--- src/rtl/ov_capture_pkg.sv ---
// rtl/ov_capture_pkg.sv - shared constants and state encoding for the camera capture path
package ov_capture_pkg;

   localparam int PIXEL_W      = 12;
   localparam int H_ACTIVE_DEF = 640;
   localparam int V_ACTIVE_DEF = 480;
   localparam int X_W          = 10;
   localparam int Y_W          = 9;

   // Encoding is shared with frame_buffer, keep values fixed
   typedef enum logic [1:0] {
      IDLE    = 2'd0,
      SYNC    = 2'd1,
      CAPTURE = 2'd2
   } cap_state_t;

endpackage

--- src/rtl/ov_capture_if.sv ---
// rtl/ov_capture_if.sv - camera byte bus in, RGB444 pixel stream out
interface ov_capture_if;
   import ov_capture_pkg::*;

   logic               vsync;
   logic               href;
   logic [7:0]         cam_d;
   logic [PIXEL_W-1:0] pixel_data;
   logic               pixel_valid;
   logic               frame_done;
   logic [X_W-1:0]     pixel_x;
   logic [Y_W-1:0]     pixel_y;

   // master: the capture stage; slave: camera model / downstream consumer
   modport master (
      input  vsync, href, cam_d,
      output pixel_data, pixel_valid, frame_done, pixel_x, pixel_y
   );
   modport slave (
      output vsync, href, cam_d,
      input  pixel_data, pixel_valid, frame_done, pixel_x, pixel_y
   );

endinterface

--- src/rtl/ov_capture_edge_detect.sv ---
// rtl/ov_capture_edge_detect.sv - previous-value register with rise/fall decode
module ov_capture_edge_detect (
   input  logic p_clk,
   input  logic rst,
   input  logic d,
   output logic rise,
   output logic fall
);

   logic prev;

   // Remember last sampled level; edges are current sample vs this register
   always_ff @(posedge p_clk or negedge rst) begin
      if (!rst) prev <= 1'b0;
      else      prev <= d;
   end

   assign rise = d & ~prev;
   assign fall = ~d & prev;

endmodule

--- src/rtl/ov_capture.sv ---
// rtl/ov_capture.sv - frame-aligned VSYNC/HREF capture, byte-pair to RGB444 packing
module ov_capture
   import ov_capture_pkg::*;
#(
   parameter int H_ACTIVE = H_ACTIVE_DEF,
   parameter int V_ACTIVE = V_ACTIVE_DEF
) (
   input  logic         p_clk,
   input  logic         rst,
   input  logic         enable,
   ov_capture_if.master cam,
   output logic         line_err,
   output logic         frame_err,
   output logic         busy
);

   localparam logic [X_W-1:0] H_MAX = X_W'(H_ACTIVE);
   localparam logic [Y_W-1:0] V_MAX = Y_W'(V_ACTIVE);

   logic vs_rise, vs_fall, hr_fall, hr_rise_unused;

   ov_capture_edge_detect u_vs_edge (
      .p_clk(p_clk), .rst(rst), .d(cam.vsync), .rise(vs_rise), .fall(vs_fall)
   );
   ov_capture_edge_detect u_hr_edge (
      .p_clk(p_clk), .rst(rst), .d(cam.href), .rise(hr_rise_unused), .fall(hr_fall)
   );

   cap_state_t         state_q, state_n;
   logic [X_W-1:0]     x_cnt, x_n, px_q, px_n;
   logic [Y_W-1:0]     y_cnt, y_n, py_q, py_n;
   logic               phase, phase_n;
   logic [3:0]         r_q, r_n;
   logic [PIXEL_W-1:0] data_q, data_n;
   logic               valid_q, valid_n, done_q, done_n;
   logic               lerr_n, ferr_n, busy_n;

   // State and all registered outputs
   always_ff @(posedge p_clk or negedge rst) begin
      if (!rst) begin
         state_q   <= IDLE;
         x_cnt     <= '0;
         y_cnt     <= '0;
         phase     <= 1'b0;
         r_q       <= '0;
         data_q    <= '0;
         valid_q   <= 1'b0;
         done_q    <= 1'b0;
         px_q      <= '0;
         py_q      <= '0;
         line_err  <= 1'b0;
         frame_err <= 1'b0;
         busy      <= 1'b0;
      end else begin
         state_q   <= state_n;
         x_cnt     <= x_n;
         y_cnt     <= y_n;
         phase     <= phase_n;
         r_q       <= r_n;
         data_q    <= data_n;
         valid_q   <= valid_n;
         done_q    <= done_n;
         px_q      <= px_n;
         py_q      <= py_n;
         line_err  <= lerr_n;
         frame_err <= ferr_n;
         busy      <= busy_n;
      end
   end

   // Next state plus packing, coordinate and error bookkeeping; bytes, then line end, then frame end
   always_comb begin
      state_n = state_q;
      x_n     = x_cnt;
      y_n     = y_cnt;
      phase_n = phase;
      r_n     = r_q;
      data_n  = data_q;
      valid_n = 1'b0;
      done_n  = 1'b0;
      px_n    = px_q;
      py_n    = py_q;
      lerr_n  = line_err;
      ferr_n  = frame_err;

      unique case (state_q)
         IDLE: begin
            if (enable) state_n = SYNC;
         end
         SYNC: begin
            if (!enable) begin
               state_n = IDLE;
            end else if (vs_fall) begin
               state_n = CAPTURE;
               x_n     = '0;
               y_n     = '0;
               phase_n = 1'b0;
               lerr_n  = 1'b0;
               ferr_n  = 1'b0;
            end
         end
         CAPTURE: begin
            if (cam.href) begin
               if (!phase) begin
                  r_n     = cam.cam_d[3:0];
                  phase_n = 1'b1;
               end else begin
                  phase_n = 1'b0;
                  if (y_cnt >= V_MAX) begin
                     ferr_n = 1'b1;
                  end else if (x_cnt >= H_MAX) begin
                     lerr_n = 1'b1;
                  end else begin
                     valid_n = 1'b1;
                     data_n  = {r_q, cam.cam_d};
                     px_n    = x_cnt;
                     py_n    = y_cnt;
                     x_n     = x_cnt + 1'b1;
                  end
               end
            end else if (hr_fall) begin
               // Excess lines are already flagged as frame errors, so only judge in-frame lines
               if (y_cnt < V_MAX) begin
                  if (phase || (x_cnt != H_MAX)) lerr_n = 1'b1;
                  y_n = y_cnt + 1'b1;
               end
               x_n     = '0;
               phase_n = 1'b0;
            end
            if (vs_rise) begin
               done_n = 1'b1;
               if (y_n != V_MAX) ferr_n = 1'b1;
               state_n = enable ? SYNC : IDLE;
            end
         end
         default: state_n = IDLE;
      endcase

      busy_n = (state_n == CAPTURE);
   end

   assign cam.pixel_data  = data_q;
   assign cam.pixel_valid = valid_q;
   assign cam.frame_done  = done_q;
   assign cam.pixel_x     = px_q;
   assign cam.pixel_y     = py_q;

endmodule

--- src/flat_wrapper.sv ---
// flat-port wrapper written by rule: the top's interface ports become plain ports
module ov_capture_flat import ov_capture_pkg::*;
#(
   parameter int H_ACTIVE = H_ACTIVE_DEF,
   parameter int V_ACTIVE = V_ACTIVE_DEF
)
  (p_clk, rst, enable, line_err, frame_err, busy, cam_vsync, cam_href, cam_cam_d, cam_pixel_data, cam_pixel_valid, cam_frame_done, cam_pixel_x, cam_pixel_y);
  ov_capture_if cam_i ();
  input  logic p_clk;
  input  logic rst;
  input  logic enable;
  output logic line_err;
  output logic frame_err;
  output logic busy;
  input wire logic [$bits(cam_i.vsync)-1:0] cam_vsync;
  input wire logic [$bits(cam_i.href)-1:0] cam_href;
  input wire logic [$bits(cam_i.cam_d)-1:0] cam_cam_d;
  output wire logic [$bits(cam_i.pixel_data)-1:0] cam_pixel_data;
  output wire logic [$bits(cam_i.pixel_valid)-1:0] cam_pixel_valid;
  output wire logic [$bits(cam_i.frame_done)-1:0] cam_frame_done;
  output wire logic [$bits(cam_i.pixel_x)-1:0] cam_pixel_x;
  output wire logic [$bits(cam_i.pixel_y)-1:0] cam_pixel_y;
  assign cam_i.vsync = cam_vsync;
  assign cam_i.href = cam_href;
  assign cam_i.cam_d = cam_cam_d;
  assign cam_pixel_data = cam_i.pixel_data;
  assign cam_pixel_valid = cam_i.pixel_valid;
  assign cam_frame_done = cam_i.frame_done;
  assign cam_pixel_x = cam_i.pixel_x;
  assign cam_pixel_y = cam_i.pixel_y;
  ov_capture #(.H_ACTIVE(H_ACTIVE), .V_ACTIVE(V_ACTIVE)) u_core (.p_clk(p_clk), .rst(rst), .enable(enable), .cam(cam_i), .line_err(line_err), .frame_err(frame_err), .busy(busy));
endmodule
--- config.mk ---
export PLATFORM = sky130hd
export DESIGN_NAME = ov_capture_flat
export DESIGN_NICKNAME = d
export VERILOG_FILES = /design/src/rtl/ov_capture_pkg.sv /design/src/rtl/ov_capture_if.sv /design/src/rtl/ov_capture_edge_detect.sv /design/src/rtl/ov_capture.sv /design/src/flat_wrapper.sv
export SDC_FILE = /design/constraint.sdc
export NUM_CORES = 1
export LEC_CHECK = 0
export BUFFER_PORTS_ARGS = -buffer_cell sky130_fd_sc_hd__buf_4
export CORE_UTILIZATION = 51
export CTS_CLUSTER_SIZE = 24
export DETAILED_ROUTE_END_ITERATION = 8
export GPL_TIMING_DRIVEN = 0
export MAX_ROUTING_LAYER = met4
export PLACE_DENSITY = 0.76
export SLEW_MARGIN = 20
export SYNTH_ARGS = -nofsm -noshare
export SYNTH_HDL_FRONTEND = slang
export SYNTH_SLANG_ARGS = --single-unit
--- constraint.sdc ---
create_clock -name p_clk -period 1.9 [get_ports p_clk]
set_input_delay 0.095 -clock p_clk [delete_from_list [all_inputs] [get_ports p_clk]]
set_output_delay 0.095 -clock p_clk [all_outputs]
set_load 0.01 [all_outputs]
==> results.yml <==
yosys:
  synth-seq-cells: 64
  synth.distinct_cells: 47
  synth_nets: 303
  syn-instance-count: 282
  synth_top_area_cell: "dfrtp_1"
  synth_top_area_share_pct: 51.61
  syn_avg_cell_area_um2: 11.00
  synth_edf_count: 0
  ys_seq_area_share_pct: 51.61
  async_flop_share_pct: 100.0
  netlist_area_mm2: 0.003103
  yosys_warnings: 0
  ys.flop_type: "dfrtp_1"
  synth_area_leaders: "dfrtp_1 52%, mux2_1 7.3%, o21ai_0 3.7%, mux2_2 3.6%, ha_1 3.2%"
setup_path:
  reg2reg_slack_ps: 60
  arrival_ps: 2060
  cp-end-kind: "flip-flop"
  reg2reg_to: "u_core.x_cnt[3]$_DFFE_PN0P_"
  critPathKind: "reg2reg"
  r2r_cells: 8
  r2r_start: "u_core.state_q[0]$_DFF_PN0_"
  cp_data_required_time_ps: 2120
  start_kind: "flip-flop"
  cp_max_fo: 7
die:
  rows: 28
  core_mm2: 0.005886
  die_x_um: 80
  dieArea_mm2: 0.006400
  start_util_pct: 52.72
  die_h_um: 80
  ios: 49
timing:
  finalCriticalPeriod_ps: 1838
  period_share_pct: 96.72
  hold_viol_final: 0
  slew_headroom_pct: 47.27
  fmax_mhz: 544.1
  slew_violations: 0
  worst_slew_pin_slew_ps: 790.9
  fin_skew_ps: 9.479
  setup_viol: 0
  tns_ps: 0
  whs_ps: 110.7
pwr:
  pwr-share-seq_pct: 38.6
  p_leak_nw: 1.961
  vdd_ir_drop_max_v: 0.0005068
  swShare_pct: 28.73
  power_switching_w: 0.001175
  clkPwrFrac_pct: 35.8
  pwr-share-comb_pct: 25.6
  power_density_mw_per_mm2: 994.3
  p_int_w: 0.002916
finish:
  postLayoutCoreUtil_pct: 69.92
  fillCellCount: 408
  drive_above_1_share_pct: 32.51
  area_growth_pct: 32.62
  final_common_cell: "buf_4"
  antenna_cells: 0
  nets: 382
  final_cell_count_no_fill: 441
  postLayoutCellArea_mm2: 0.004115
  layout_common_cells: "61 x buf_4, 59 x dfrtp_1, 21 x o21ai_0, 20 x nand2_1, 20 x mux2_1"
min_path:
  hp-start: "enable"
  hold_class: "in2reg"
  whs_endpoint: "u_core.state_q[0]$_DFF_PN0_"
  whs_path_depth: 3
placement:
  dp_cells: 405
  placed_cell_area_mm2: 0.003557
  place_hpwl_mm: 4.510
  routabilityCongestion: 0.9085
  portBuffers: 48
global_routing:
  grt_pass1_vias: 2469
  grt_max_degree: 65
  grt_pass1_wl_mm: 11.59
  grt-ovfl-total: 0
  track_usage_pct: 24.96
  antenna_found_initial: 0
clock_network:
  htree_levels: 3
  insertion_delay_ps: 340
  cts_tree: "done"
  cts_buffer_depth: 2
  cts_buffers: 9
  cts_sinks: 64
  cts.clk_slew.worst_paths_ps: 80
  cts_root_buffer: "clkbuf_8"
route:
  first_pass_iters: 6
  routed_via_density: 5.687
  drc_errors: 0
  wl_per_cell_um: 16.22
  wl_mm: 7.155
  drt_iter0_markers: 137
  ant_nets: 0
  vias: 2508
run_status:
  status: "finished clean"
job:
  drv_cap: 0
==> area by class of cell <==
cell class	instances	area, µm²	area share [%]
Tap cell	75	93.84	2.280
Clock buffer	10	137.6	3.344
Sequential cell	64	1608	39.07
Multi-Input combinational cell	190	1476	35.88
Timing Repair Buffer	68	541.8	13.17
Buffer	12	82.58	2.007
Inverter	16	60.06	1.459
Clock inverter	6	115.1	2.797
==> state kept, by name, summed over array words and instances, names as in the netlist <==
register                flops
u_core.y_cnt                9
u_core.phase                1
u_core.u_hr_edge.prev       1
u_core.frame_err            1
u_core.line_err             1
u_core.cam.pixel_valid      1
u_core.u_vs_edge.prev       1
u_core.r_q                  4
u_core.state_q              2
u_core.cam.frame_done       1
u_core.x_cnt               10
u_core.cam.pixel_y          9
u_core.cam.pixel_x         10
u_core.cam.pixel_data      12
u_core.busy                 1
==> per-stage QoR <==
| step | total power (W) | setup slack [ps] |
|---|---|---|
| after CTS | 0.003928 | -7.260 |
| final | 0.004092 | 62.25 |
| after floorplan | 0.002067 | 115.3 |
| after detailed placement | 0.002326 | -260.3 |
| after global routing | 0.004284 | -22.26 |
| after global placement | 0.002302 | -209.2 |
==> metal layers <==
metal / share of wire, % / track usage (%)
met1: 42 / 30.22
met4: 2.7 / 10.00
met2: 51 / 40.34
met5: 0 / -
met3: 4.1 / 5.829
==> synthesized netlist by cell type (5+ instances only) <==
cell and count:
dfrtp_1 64, o21ai_0 23, mux2_1 20, nand2_1 20, inv_1 16, nor2_1 16, a21oi_1 10, mux2_2 10
ha_1 8, xnor2_1 8, nor3_1 7, buf_2 6, nand3_1 6, a31oi_1 5, and4_1 5, o31ai_1 5
==> logic make-up (layout without fill, tap and decap cells) <==
logic type	after synthesis	in the layout	synth area share, %
XOR/XNOR	8	8	2.258
flip-flops	64	64	51.61
multiplexers	32	32	11.53
buffers and inverters	28	112	4.113
adder cells (fa/ha/maj)	8	8	3.226
AND/OR/NAND/NOR	81	81	14.60
AO/OA/AOI/OAI	61	61	12.66
==> worst max-delay path by stage <==
stage	from	endpoint	slack [ps]
after floorplan	u_core.state_q[0]$_DFF_PN0_	u_core.x_cnt[8]$_DFFE_PN0P_	120
after global placement	u_core.state_q[0]$_DFF_PN0_	u_core.x_cnt[5]$_DFFE_PN0P_	-210
after detailed placement	u_core.state_q[0]$_DFF_PN0_	u_core.x_cnt[3]$_DFFE_PN0P_	-260
after CTS	u_core.state_q[0]$_DFF_PN0_	u_core.x_cnt[9]$_DFFE_PN0P_	-7
after global routing	u_core.state_q[0]$_DFF_PN0_	u_core.x_cnt[5]$_DFFE_PN0P_	-20
final	u_core.state_q[0]$_DFF_PN0_	u_core.x_cnt[3]$_DFFE_PN0P_	60
==> power by group through the flow <==
stage	logic (W)	registers [W]	clock network [W]
final	0.00105	0.00158	0.00147
after global routing	0.00115	0.00159	0.00154
after CTS	0.000872	0.00158	0.00148
after detailed placement	0.000722	0.00160	0
after global placement	0.000707	0.00160	0
after floorplan	0.000465	0.00160	0
==> critical path: stages (launching register included) <==
cell      delay (ps)
dfrtp_1          430
buf_4            160
ha_2             220
inv_2            110
o221ai_4         180
buf_6            180
buf_4            130
a21oi_4          220
nor2_1            90
==> what timing repair did <==
| action | CTS | global route |
|---|---|---|
| buffers inserted | 2 | 7 |
| gates resized for setup | 14 | 18 |
| pin swaps | 1 | 1 |
| hold buffers | 11 | 0 |
| setup endpoints to repair | 19 | 37 |
| hold endpoints to repair | 75 | 0 |
Note: power is estimated with default switching activity, not from simulation.
